### src/rtl/pc_sequencer.sv
// Run-control sequencer for a CGRA tile program counter.
// Steps the external PC through [start_addr..end_addr] a configurable number of
// times. It drives the PC's load/incr/clken strobes and flags the cycles in which
// pc_count points at an instruction to execute.
module pc_sequencer #(
  parameter int C_WIDTH      = 4,
  parameter int C_LOOP_WIDTH = 8
) (
  input  logic                    clk,
  input  logic                    rst_n,
  input  logic                    start,
  input  logic                    abort,
  input  logic                    stall,
  input  logic [C_WIDTH-1:0]      start_addr,
  input  logic [C_WIDTH-1:0]      end_addr,
  input  logic [C_LOOP_WIDTH-1:0] loop_count,
  input  logic [C_WIDTH-1:0]      pc_count,
  output logic                    pc_clken,
  output logic                    pc_load,
  output logic                    pc_incr,
  output logic [C_WIDTH-1:0]      pc_load_value,
  output logic                    instr_valid,
  output logic                    busy,
  output logic                    done,
  output logic [C_LOOP_WIDTH-1:0] iter_done
);

  typedef enum logic [1:0] {
    S_IDLE = 2'd0,
    S_LOAD = 2'd1,
    S_RUN  = 2'd2,
    S_DONE = 2'd3
  } state_t;

  state_t                  state_q, state_d;
  logic [C_WIDTH-1:0]      start_addr_q, start_addr_d;
  logic [C_WIDTH-1:0]      end_addr_q, end_addr_d;
  logic [C_LOOP_WIDTH-1:0] iters_left_q, iters_left_d;
  logic [C_LOOP_WIDTH-1:0] iter_done_q, iter_done_d;

  logic at_end;
  assign at_end = (pc_count == end_addr_q);

  // Next-state logic: launch in IDLE, walk the window in RUN, and let abort override everything.
  always_comb begin
    // NOTE: every variable gets a default before the case, so no path leaves one unassigned and no latch is inferred.
    state_d      = state_q;
    start_addr_d = start_addr_q;
    end_addr_d   = end_addr_q;
    iters_left_d = iters_left_q;
    iter_done_d  = iter_done_q;
    if (abort) begin
      // Abort keeps the captured window and the completed-iteration count.
      state_d = S_IDLE;
    end else begin
      case (state_q)
        S_IDLE: begin
          if (start) begin
            start_addr_d = start_addr;
            end_addr_d   = end_addr;
            iters_left_d = (loop_count == '0) ? C_LOOP_WIDTH'(1) : loop_count;
            iter_done_d  = '0;
            state_d      = S_LOAD;
          end
        end
        S_LOAD: state_d = S_RUN;
        S_RUN: begin
          if (!stall && at_end) begin
            iter_done_d = iter_done_q + 1'b1;
            if (iters_left_q > C_LOOP_WIDTH'(1)) begin
              iters_left_d = iters_left_q - 1'b1;
            end else begin
              state_d = S_DONE;
            end
          end
        end
        S_DONE: state_d = S_IDLE;
        default: state_d = S_IDLE;
      endcase
    end
  end

  // Output decode from the current state, captured window, pc_count and stall.
  always_comb begin
    pc_clken    = 1'b0;
    pc_load     = 1'b0;
    pc_incr     = 1'b0;
    instr_valid = 1'b0;
    busy        = 1'b0;
    done        = 1'b0;
    case (state_q)
      S_LOAD: begin
        busy     = 1'b1;
        pc_clken = 1'b1;
        pc_load  = 1'b1;
      end
      S_RUN: begin
        busy = 1'b1;
        if (!stall) begin
          instr_valid = 1'b1;
          pc_clken    = 1'b1;
          if (!at_end) begin
            pc_incr = 1'b1;
          end else if (iters_left_q > C_LOOP_WIDTH'(1)) begin
            pc_load = 1'b1;
          end
        end
      end
      S_DONE: begin
        busy = 1'b1;
        done = 1'b1;
      end
      default: ;
    endcase
  end

  assign pc_load_value = start_addr_q;
  assign iter_done     = iter_done_q;

  // State and capture registers with synchronous active-low reset.
  always_ff @(posedge clk) begin
    // NOTE: sequential state uses non-blocking assignments so all flops update together from pre-edge values.
    if (!rst_n) begin
      state_q      <= S_IDLE;
      start_addr_q <= '0;
      end_addr_q   <= '0;
      iters_left_q <= '0;
      iter_done_q  <= '0;
    end else begin
      state_q      <= state_d;
      start_addr_q <= start_addr_d;
      end_addr_q   <= end_addr_d;
      iters_left_q <= iters_left_d;
      iter_done_q  <= iter_done_d;
    end
  end

endmodule

### config.mk
export PLATFORM = sky130hd
export DESIGN_NAME = pc_sequencer
export DESIGN_NICKNAME = d
export VERILOG_FILES = /design/src/rtl/pc_sequencer.sv
export SDC_FILE = /design/constraint.sdc
export NUM_CORES = 1
export LEC_CHECK = 0
export CAP_MARGIN = 10
export CORE_MARGIN = 5
export CORE_UTILIZATION = 43
export CTS_CLUSTER_SIZE = 16
export DETAILED_ROUTE_END_ITERATION = 8
export PLACE_DENSITY = 0.75
export SYNTH_ARGS = -nofsm -noshare
export SYNTH_HDL_FRONTEND = slang
export SYNTH_SLANG_ARGS = --single-unit
export TNS_END_PERCENT = 30
### constraint.sdc
create_clock -name clk -period 2.1 [get_ports clk]
set_input_delay 0.315 -clock clk [delete_from_list [all_inputs] [get_ports clk]]
set_output_delay 0.315 -clock clk [all_outputs]
set_load 0.02 [all_outputs]
==> impl_metrics.toml <==
[floorplan]
fp.dieW_um = 70.46
ioPinCount = 43
fp.dieH_um = 70.46
num_rows = 22
die_area_um2 = 4964
coreArea_um2 = 3606
start_util = 0.4358

[power]
netSwitchingPower_uw = 327.2
leakage_uw = 0.0009694
switching_share = 0.2554
ir_worst_vdd_mv = 0.4705
intPower_uw = 953.9
power_frac_seq = 0.412
power_density_nw_per_um2 = 539.2
clkPwrFrac = 0.323
p_total_uw = 1281
p_comb_frac = 0.265

[critical_path]
reg2reg_slack_ns = -0.11
r2r-start = "iters_left_q[3]$_SDFFE_PN0P_"
timing.rr.end = "state_q[1]$_SDFFE_PP0P_"
critPathLaunch = "iters_left_q[3]$_SDFFE_PN0P_"
cp-end-kind = "flip-flop"
critPathMaxFanout = 2
rr_worst_depth = 6
crit_type = "flip-flop to flip-flop"
start_kind = "flip-flop"
cp.arrival_ns = 2.38
cp_data_required_time_ns = 2.27

[synthesis]
synth.distinct_cells = 44
yosysTopAreaCell = "dfxtp_1"
synth_compound_area_frac = 0.2349
synth.yosys.seq_area_share = 0.3312
muxShareOfSynthArea = 0.01911
synth_fa_ha_area_frac = 0.05573
synth-xor-area-share = 0.05573
synthFlopType = "dfxtp_1"
synth_top_family_by_area = "simple AND/OR/NAND/NOR gates"
ys_seq_elements = 26
syn_nets = 227
synthCells = 195
synth_edf_count = 0
yosysWarnings = 0
syn-cell-area_um2 = 1572
synthTopCellsByArea = "dfxtp_1, nand2_1, ha_1"
synth_top_area_frac = 0.3312
synth_area_per_cell_um2 = 8.059
synthArstFlopShare = 0
yosys.area_share.simple = 0.2667

[drt]
wirelength_um = 4021
via_count = 1654
first_pass_iters = 4
drcViolationCount = 0
ant_nets = 0
vias_per_cell = 5.318
avgRoutedWirePerCell_um = 12.93
first_iter_violations = 34

[finish]
drive_above_1_share = 0.1977
syn_to_final_growth_pct = 51.19
post-route-util = 0.6589
num-nets-final = 296
antennaDiodeCount = 0
mostFrequentLayoutCells = "clkdlybuf4s50_1, nand2_1, buf_4"
final_common_cell = "clkdlybuf4s50_1"

[sta]
post-route-period-util = 1.051
relSlewSlack = 0.7289
tns_ns = -0.1979
grt_setup_unrepaired = "true"
finalHoldViolations = 0
setup_viol = 3
fin_ws_ns = -0.1066
fmax_mhz = 453.2
skew_ns = 0.004621
finalMaxSlewViolations = 0
min_period_ns = 2.207
tightest_slew_ns = 0.4029

[place]
place_congestion = 0.8544
hpwl_um = 3062
pre_cts_ws_ns = -0.2655
io_buffer_count = 42

[clock_network]
cts.sinks = 26
cts_max_level = 1
clock-root-buffer = "clkbuf_8"
cts_buffers = 3
insertion_delay_ns = 0.27
cts_tree = "yes"
cts.path.max_buffers = 2
clk_pin_slew_ns = 0.09

[global_route]
grt_max_degree = 16
grt_pass1_vias = 1632
antenna_found_initial = 0
grt_first_pass_wirelength_um = 6817
grt.total_usage = 0.1644
gr-total-overflow = 0

[min_path]
hold_path_startpoint = "pc_load_value[1]$_SDFFE_PN0P_"
hold_depth = 2
hold_class = "flip-flop to flip-flop"
holdPathEnd = "pc_load_value[1]$_SDFFE_PN0P_"

[status]
outcome = "complete, but fails checks"
violations = "setup timing"

[job]
drv_cap = 0
==> stage by stage <==
step                std cells  hold WS [ns]  instance area [um2]
floorplan                 195        0.4561                 1573
CTS                       310        0.4720                 2341
global placement          306        0.4490                 2240
finish                    311        0.4682                 2376
detailed placement        306        0.4605                 2240
global route              311        0.4894                 2376
==> worst max-delay path by stage <==
stage / end / depth (start not counted) / slack (ns)
final: state_q[1]$_SDFFE_PP0P_ / 6 / -0.11
after global routing: state_q[1]$_SDFFE_PP0P_ / 6 / -0.16
after CTS: state_q[1]$_SDFFE_PP0P_ / 6 / -0.11
after detailed placement: pc_load / 6 / -0.27
after global placement: pc_load / 6 / -0.22
after floorplan: state_q[1]$_SDFFE_PP0P_ / 5 / 0.03
==> logic make-up (layout without fill, tap and decap cells) <==
group                    Yosys count  in the layout
AND/OR/NAND/NOR                   81             81
AO/OA/AOI/OAI                     53             53
flip-flops                        26             26
buffers and inverters             15             83
XOR/XNOR                          10             10
adder cells (fa/ha/maj)            7              7
multiplexers                       3              3
==> per-layer routing <==
layer | GRT usage | wire [um]
met4 | 0.02553 | 25
met2 | 0.3056 | 1995
met3 | 0.05324 | 265
met5 | 0 | 0
met1 | 0.1832 | 1735
==> power by group through the flow <==
| stage | sequential (uW) | clock, uW | combinational (uW) |
|---|---|---|---|
| 2_1_floorplan | 546 | 0 | 150 |
| 3_3_place_gp | 537 | 0 | 303 |
| 3_5_place_dp | 538 | 0 | 307 |
| 4_1_cts | 528 | 423 | 326 |
| 5_1_grt | 531 | 445 | 373 |
| 6_report | 528 | 414 | 339 |
==> synthesized netlist by cell type (2+ instances only) <==
cell type / instances
a211oi_1: 2
a21boi_0: 8
a21oi_1: 11
a221o_1: 2
and2_1: 3
and3_1: 2
clkbuf_1: 7
dfxtp_1: 26
ha_1: 7
inv_1: 7
mux2i_1: 3
nand2_1: 32
nand2b_1: 2
nand3_1: 4
nand3b_1: 3
nand4_1: 3
nor2_1: 13
nor3_1: 2
nor4_1: 5
o211a_1: 2
o211ai_1: 2
o21a_1: 3
o21ai_0: 9
o21ai_1: 4
or3_1: 4
or4_1: 2
or4_4: 2
xnor2_1: 8
xor2_1: 2
==> area by class of cell <==
| cell class | count | area [um2] |
|---|---|---|
| Sequential cell | 26 | 525.5 |
| Multi-Input combinational cell | 154 | 1049 |
| Tap cell | 48 | 60.06 |
| Fill cell | 303 | 1230 |
| Clock inverter | 1 | 30.03 |
| Inverter | 7 | 26.28 |
| Timing Repair Buffer | 72 | 644.4 |
| Clock buffer | 3 | 41.29 |
==> state kept, by name, indices dropped and copies added (netlist names) <==
register       flops
iters_left_q       8
state_q            2
pc_load_value      4
iter_done          8
end_addr_q         4
==> what timing repair did <==
action                     in CTS  in global routing
setup endpoints to repair      14                 14
resized for setup              14                 10
setup buffers                   0                  1
gates cloned                    0                  0
pin swaps                       2                  3
hold buffers                    0                  0
==> worst max-delay path, cell delays in order, from the launching register on <==
cell,delay [ns]
dfxtp_2,0.33
or4_4,0.55
buf_6,0.14
or4_4,0.44
o41ai_4,0.33
mux2i_1,0.25
nor3b_2,0.06
Power figures use the tool's default switching activity.
